===== src/rtl/subbytes_iter_if.sv =====
// Valid/ready handshake bundle for the iterative forward SubBytes engine.
// The master side feeds states and drains results; the slave side is the engine.
interface subbytes_iter_if;
    logic         in_valid;
    logic         in_ready;
    logic [127:0] in_data;
    logic         out_valid;
    logic         out_ready;
    logic [127:0] out_data;
    logic         busy;

    modport master (
        output in_valid, in_data, out_ready,
        input  in_ready, out_valid, out_data, busy
    );

    modport slave (
        input  in_valid, in_data, out_ready,
        output in_ready, out_valid, out_data, busy
    );
endinterface


===== src/rtl/subbytes_iter.sv =====
// Iterative forward AES SubBytes: substitutes a 128-bit state BYTES_PER_CYCLE bytes per cycle
// through shared forward S-boxes, holding the result until the downstream handshake.
module sbox (
    input  logic [7:0] din,
    output logic [7:0] dout
);
    // Multiply in GF(2^8) modulo x^8 + x^4 + x^3 + x + 1.
    function automatic logic [7:0] gf_mul(input logic [7:0] a, input logic [7:0] b);
        logic [7:0] p;
        logic [7:0] aa;
        p  = 8'd0;
        aa = a;
        for (int i = 0; i < 8; i++) begin
            if (b[i]) begin
                p = p ^ aa;
            end else begin
                p = p;
            end
            aa = {aa[6:0], 1'b0} ^ (aa[7] ? 8'h1b : 8'h00);
        end
        return p;
    endfunction

    // x^254 is the multiplicative inverse, and maps 0 to 0 as the S-box needs.
    function automatic logic [7:0] gf_inv(input logic [7:0] x);
        logic [7:0] r;
        r = 8'd1;
        for (int i = 7; i >= 0; i--) begin
            r = gf_mul(r, r);
            if (i != 0) begin
                r = gf_mul(r, x);
            end else begin
                r = r;
            end
        end
        return r;
    endfunction

    logic [7:0] inv_s;

    // Inversion followed by the AES affine transform.
    always_comb begin
        inv_s = gf_inv(din);
        dout  = inv_s ^ {inv_s[6:0], inv_s[7]} ^ {inv_s[5:0], inv_s[7:6]}
                      ^ {inv_s[4:0], inv_s[7:5]} ^ {inv_s[3:0], inv_s[7:4]} ^ 8'h63;
    end
endmodule

module subbytes_iter #(
    parameter int BYTES_PER_CYCLE = 4
) (
    input  logic           clk,
    input  logic           rst_n,
    subbytes_iter_if.slave bus
);
    localparam int N = 16 / BYTES_PER_CYCLE;

    if (BYTES_PER_CYCLE != 1 && BYTES_PER_CYCLE != 2 && BYTES_PER_CYCLE != 4 &&
        BYTES_PER_CYCLE != 8 && BYTES_PER_CYCLE != 16) begin : g_bpc_check
        $error("subbytes_iter: BYTES_PER_CYCLE must be 1, 2, 4, 8 or 16");
    end

    typedef enum logic [1:0] {
        IDLE = 2'd0,
        BUSY = 2'd1,
        DONE = 2'd2
    } state_t;

    state_t       state_r;
    state_t       state_s;
    logic [3:0]   cnt_r;
    logic [3:0]   cnt_s;
    logic [127:0] st_r;
    logic [127:0] st_s;
    logic [127:0] st_busy_s;
    logic [7:0]   sb_in_s  [BYTES_PER_CYCLE];
    logic [7:0]   sb_out_s [BYTES_PER_CYCLE];

    // Byte 0 sits at the MSB end, so chunk byte j of counter c lives at 8*(15-idx).
    function automatic logic [6:0] byte_lsb(input logic [3:0] c, input int j);
        int idx;
        idx = int'(c) * BYTES_PER_CYCLE + j;
        return 7'(8 * (15 - idx));
    endfunction

    for (genvar g = 0; g < BYTES_PER_CYCLE; g++) begin : g_sbox
        sbox u_sbox (.din(sb_in_s[g]), .dout(sb_out_s[g]));
    end

    // Route the bytes addressed by the chunk counter into the shared S-boxes.
    always_comb begin
        for (int j = 0; j < BYTES_PER_CYCLE; j++) begin
            sb_in_s[j] = st_r[byte_lsb(cnt_r, j) +: 8];
        end
    end

    // Merge the substituted chunk back into the work register image.
    always_comb begin
        st_busy_s = st_r;
        for (int j = 0; j < BYTES_PER_CYCLE; j++) begin
            st_busy_s[byte_lsb(cnt_r, j) +: 8] = sb_out_s[j];
        end
    end

    // Next-state, counter and work-register update.
    always_comb begin
        state_s = state_r;
        cnt_s   = cnt_r;
        st_s    = st_r;
        case (state_r)
            IDLE: begin
                if (bus.in_valid) begin
                    st_s    = bus.in_data;
                    cnt_s   = 4'd0;
                    state_s = BUSY;
                end else begin
                    state_s = IDLE;
                end
            end
            BUSY: begin
                st_s = st_busy_s;
                // The counter parks on the last chunk rather than wrapping.
                if (cnt_r == 4'(N - 1)) begin
                    state_s = DONE;
                end else begin
                    cnt_s = cnt_r + 4'd1;
                end
            end
            DONE: begin
                if (bus.out_ready) begin
                    state_s = IDLE;
                end else begin
                    state_s = DONE;
                end
            end
            default: begin
                state_s = IDLE;
                cnt_s   = 4'd0;
                st_s    = 128'd0;
            end
        endcase
    end

    // State, counter and work register with asynchronous abort.
    always_ff @(posedge clk or negedge rst_n) begin
        if (!rst_n) begin
            state_r <= IDLE;
            cnt_r   <= 4'd0;
            st_r    <= 128'd0;
        end else begin
            state_r <= state_s;
            cnt_r   <= cnt_s;
            st_r    <= st_s;
        end
    end

    assign bus.in_ready  = (state_r == IDLE);
    assign bus.out_valid = (state_r == DONE);
    assign bus.busy      = (state_r == BUSY);
    assign bus.out_data  = st_r;
endmodule


===== src/flat_wrapper.sv =====
// flat-port wrapper written by rule: the top's interface ports become plain ports
module subbytes_iter_flat 
#(
    parameter int BYTES_PER_CYCLE = 4
)
  (clk, rst_n, bus_in_valid, bus_in_data, bus_out_ready, bus_in_ready, bus_out_valid, bus_out_data, bus_busy);
  subbytes_iter_if bus_i ();
  input  logic clk;
  input  logic rst_n;
  input wire logic [$bits(bus_i.in_valid)-1:0] bus_in_valid;
  input wire logic [$bits(bus_i.in_data)-1:0] bus_in_data;
  input wire logic [$bits(bus_i.out_ready)-1:0] bus_out_ready;
  output wire logic [$bits(bus_i.in_ready)-1:0] bus_in_ready;
  output wire logic [$bits(bus_i.out_valid)-1:0] bus_out_valid;
  output wire logic [$bits(bus_i.out_data)-1:0] bus_out_data;
  output wire logic [$bits(bus_i.busy)-1:0] bus_busy;
  assign bus_i.in_valid = bus_in_valid;
  assign bus_i.in_data = bus_in_data;
  assign bus_i.out_ready = bus_out_ready;
  assign bus_in_ready = bus_i.in_ready;
  assign bus_out_valid = bus_i.out_valid;
  assign bus_out_data = bus_i.out_data;
  assign bus_busy = bus_i.busy;
  subbytes_iter #(.BYTES_PER_CYCLE(BYTES_PER_CYCLE)) u_core (.clk(clk), .rst_n(rst_n), .bus(bus_i));
endmodule

===== config.mk =====
export PLATFORM = sky130hd
export DESIGN_NAME = subbytes_iter_flat
export DESIGN_NICKNAME = d
export VERILOG_FILES = /design/src/rtl/subbytes_iter_if.sv /design/src/rtl/subbytes_iter.sv /design/src/flat_wrapper.sv
export SDC_FILE = /design/constraint.sdc
export NUM_CORES = 2
export LEC_CHECK = 0
export BUFFER_PORTS_ARGS = -buffer_cell sky130_fd_sc_hd__buf_2
export CORE_MARGIN = 2
export CORE_UTILIZATION = 30
export CTS_CLUSTER_DIAMETER = 80
export DETAILED_ROUTE_END_ITERATION = 6
export RECOVER_POWER = 50
export SLEW_MARGIN = 20
export SYNTH_ARGS = -nofsm -noshare
export SYNTH_HDL_FRONTEND = slang
export SYNTH_SLANG_ARGS = --single-unit

===== constraint.sdc =====
create_clock -name clk -period 30.9 [get_ports clk]
set_clock_uncertainty 0.15 [all_clocks]
set_input_delay 6.18 -clock clk [delete_from_list [all_inputs] [get_ports clk]]
set_output_delay 6.18 -clock clk [all_outputs]
set_load 0.1 [all_outputs]

==> results.rst <==
.. list-table::
   :header-rows: 1

   * - Metric
     - Value
   * - Final Critical Period
     - 29050 ps
   * - H-tree Lvls
     - 4
   * - Worst Setup SP
     - u_core.cnt_r[0]
   * - Critical setup path kind
     - register to register
   * - Sequential cell area fraction in the yosys report
     - about 5.1%
   * - Arr. time, crit path
     - approximately 30000 ps
   * - Tot GR Track Use
     - around 20%
   * - Layout area overhead
     - 6.99%
   * - Vias per inst
     - about 5.6
   * - Cell type of the slowest stage on the worst timing path
     - sky130_fd_sc_hd__dfrtp_4
   * - CP endpoint kind
     - register
   * - Final sum of negative setup slack
     - 0 ps
   * - Number of global-route vias before repair
     - roughly 58000
   * - Maximum number of pins on one net before global-route repair
     - 89
   * - Nets in the synthesized netlist
     - just over 8000
   * - Status
     - finished with violations
   * - Wirelength per Cell
     - 21.5 µm
   * - Syn Area/Cell
     - between 8 and 9 µm²
   * - Clk pin slew, worst setup/hold paths
     - 80 ps
   * - Gr busiest metal
     - met2
   * - Routed Wire Length
     - about 230000 µm
   * - Total gr overflow
     - 0
   * - Fraction of registers with async set/reset
     - between 90% and 100%
   * - Main flop type after synthesis
     - sky130_fd_sc_hd__dfrtp_1
   * - GR Layer Usage met3
     - ~1.9%
   * - Most common cell type on the critical path
     - sky130_fd_sc_hd__xnor2_1
   * - Transition time of the tightest slew-check pin
     - around 5200 ps
   * - Global routing met1 resource utilization
     - between 20 and 30%
   * - Root buffer cell
     - sky130_fd_sc_hd__clkbuf_16
   * - Share of final-layout standard cells stronger than drive strength 1
     - roughly a tenth
   * - #FFs+latches synth
     - between 100 and 150
   * - Number of setup buffers added after CTS
     - 0
   * - Final Wtd Congestion
     - ~0.91
   * - Clock Latency Late Sink
     - ~480 ps
   * - Final worst path period share
     - between 90% and 100%
   * - Sink count of the clock tree
     - between 100 and 150
   * - Delay of the slowest critical-path stage
     - 910 ps
   * - Number of nets with antenna violations after routing
     - 0
   * - Final number of setup-violating endpoints
     - 0
   * - Number of nets in the finished design
     - around 8000
   * - Type of the worst min-delay path
     - register to register
   * - Number of enable-type register cells in the synthesized netlist
     - 0
   * - Number of distinct library cell variants in the gate-level netlist after synthesis
     - about 130
   * - CTS Buf Count
     - 17
   * - First-pass detailed-route iteration total
     - 7
   * - Standard-cell row count
     - about 170
   * - Maximum clock frequency
     - approximately 34 MHz
   * - Half-perimeter wire length of the detailed placement result
     - about 170000 µm
   * - Number of standard cells after synthesis
     - 8099
   * - Number of design-rule violations left by the first detailed-router iteration
     - between 6000 and 7000
   * - Launch point of the worst hold path
     - u_core.cnt_r[2]
   * - Clock Path Buffers
     - 2
   * - # DRC
     - 3
   * - Initial Utilization
     - 30.1%
   * - Relative slew slack
     - -250%
   * - Die ar.
     - 0.221 mm²
   * - Met2 Track Usage GR
     - about 34%
   * - Wire length of the first global-routing pass
     - 355000 µm
   * - WP data required
     - around 31000 ps
   * - Violations in the final reports
     - design-rule violations, max-capacitance violations, max-slew violations
   * - Critical path buffers and inverters
     - 11
   * - Startpoint of the worst-slack reg-to-reg timing path
     - u_core.cnt_r[0]
   * - Floorplan die width
     - ~470 µm
   * - Yosys warning count
     - 0
   * - Startpoint Class
     - register
   * - Clock tree from TritonCTS
     - yes
   * - Unrepaired setup endpoints after global routing
     - false
   * - Critical path fanouts, max
     - 41
   * - Cell type with the largest total area after synthesis
     - sky130_fd_sc_hd__xnor2_1
   * - Number of hold buffers added after CTS
     - 0
   * - Kind of cell with the highest combined delay on the critical path
     - XOR/XNOR gates
   * - I/O pin count
     - 263
   * - Initial antenna violation count
     - 13
   * - Post-synth design cell area
     - 0.0653 mm²
   * - Height of the die
     - approximately 470 µm
   * - Overall via count from detail_route
     - about 60000
   * - Area contributors post-synth
     - sky130_fd_sc_hd__xnor2_1 18%, sky130_fd_sc_hd__xnor3_1 15%, sky130_fd_sc_hd__xor2_1 7.1%
   * - Yosys top cell area share
     - ~18%
   * - Number of failing hold endpoints at the final stage
     - 0
   * - Number of buffer cells added on primary ports
     - about 260
   * - Count of maximum capacitance violations
     - 4
   * - Total core area
     - between 0.2 and 0.25 mm²
   * - Number of pins exceeding their max-slew limit in the final report
     - slightly below 200
kinds of logic (layout without fill, tap and decap cells):
logic type / Yosys count / after routing / share of synthesized area (%)
and+or+nand+nor: 2645 / 2645 / 17.9
xor gates and xnor gates: 2555 / 2555 / 47.9
AOI/OAI and AO/OA: 1585 / 1585 / 17.0
buffers and inverters: 771 / 664 / 5.11
muxes: 376 / 376 / 6.42
DFF: 134 / 134 / 5.13
adders and majority gates: 33 / 33 / 0.632
other: 0 / 23 / 0
area by class of cell:
class | count | area, µm²
Clock buffer | 18 | 429
Multi-Input combinational cell | 7194 | 58800
Timing Repair Buffer | 472 | 2800
Clock inverter | 14 | 224
Antenna cell | 23 | 57.6
Tap cell | 2854 | 3570
Inverter | 160 | 601
Fill cell | 22671 | 147000
Sequential cell | 134 | 3360
layout by cell type (no fill, tap or decap), types with 64 or more instances in the layout:
cell type,synthesis,layout
sky130_fd_sc_hd__xnor2_2,98,104
sky130_fd_sc_hd__inv_1,135,135
sky130_fd_sc_hd__buf_4,36,208
sky130_fd_sc_hd__dfrtp_1,134,130
sky130_fd_sc_hd__a222oi_1,65,65
sky130_fd_sc_hd__a21oi_1,328,327
sky130_fd_sc_hd__clkbuf_1,344,67
sky130_fd_sc_hd__mux2_2,67,67
sky130_fd_sc_hd__nor2_1,897,893
sky130_fd_sc_hd__nor3_1,171,170
sky130_fd_sc_hd__xnor2_1,1338,1332
sky130_fd_sc_hd__xor2_1,528,525
sky130_fd_sc_hd__o211ai_1,64,64
sky130_fd_sc_hd__o21ai_0,249,246
sky130_fd_sc_hd__xnor3_1,437,437
sky130_fd_sc_hd__o22ai_1,106,106
sky130_fd_sc_hd__nand2b_1,64,64
sky130_fd_sc_hd__nand3_1,169,169
sky130_fd_sc_hd__xor3_1,79,79
sky130_fd_sc_hd__mux2i_1,276,276
sky130_fd_sc_hd__a22oi_1,133,133
sky130_fd_sc_hd__nand2_1,953,953
sky130_fd_sc_hd__buf_2,145,198
registers in the layout (all words and copies together), names as in the netlist:
signal and cells:
u_core.bus.out_data 128, u_core.cnt_r 4, u_core.state_r 2
timing repair:
action                                  CTS  global route
hold endpoints to repair                  0             0
resized for setup                         0             2
endpoints found under the setup margin    0             9
per-layer routing:
layer / share of wire, % / vias to the layer above
met4: 6.0 / 6
met5: 0.018 / -
met1: 40 / 29491
li1: - / 28083
met3: 6.3 / 407
met2: 47 / 2411
tightest hold or removal path: stages, from the launching register on:
cell	delay, ps
sky130_fd_sc_hd__dfrtp_1	400
sky130_fd_sc_hd__nand2_1	60
sky130_fd_sc_hd__nand2_1	50
path summary, 6_finish.rpt:
check,cells after the start,end,slack [ps]
max,84,u_core.bus.out_data[68],1850
min,2,u_core.cnt_r[2],390
max reg2reg,84,u_core.bus.out_data[68],1850
min reg2reg,2,u_core.cnt_r[2],390
max in group asynchronous,2,u_core.bus.out_data[107],18470
min in group asynchronous,1,u_core.bus.out_data[63],7460
synth_stat cells, types with 64 or more instances:
master	count
sky130_fd_sc_hd__dfrtp_1	134
sky130_fd_sc_hd__buf_2	145
sky130_fd_sc_hd__xnor3_1	437
sky130_fd_sc_hd__nand3_1	169
sky130_fd_sc_hd__nor3_1	171
sky130_fd_sc_hd__mux2i_1	276
sky130_fd_sc_hd__o22ai_1	106
sky130_fd_sc_hd__buf_1	70
sky130_fd_sc_hd__nor2_1	897
sky130_fd_sc_hd__o21ai_0	249
sky130_fd_sc_hd__xnor2_1	1338
sky130_fd_sc_hd__o211ai_1	64
sky130_fd_sc_hd__inv_1	135
sky130_fd_sc_hd__xor3_1	79
sky130_fd_sc_hd__xor2_1	528
sky130_fd_sc_hd__nand2_1	953
sky130_fd_sc_hd__a22oi_1	133
sky130_fd_sc_hd__xnor2_2	98
sky130_fd_sc_hd__nand2b_1	64
sky130_fd_sc_hd__a222oi_1	65
sky130_fd_sc_hd__a21oi_1	328
sky130_fd_sc_hd__mux2_2	67
sky130_fd_sc_hd__clkbuf_1	344
through the flow:
step                std cells  instance area, µm²  util [%]  hold WS, ps  setup slack (ps)
global route            10867               69900      32.2          420              46.6
global placement        10814               69200      31.9          355              2470
CTS                     10846               69900      32.2          380              1780
detailed placement      10814               69200      31.9          358              1880
floorplan                8099               65300         -          326              5200
finish                  10869               69900      32.2          387              1850
Power is not shown: default switching activity piles up to over one toggle a cycle in this logic, so the estimate is an artifact.
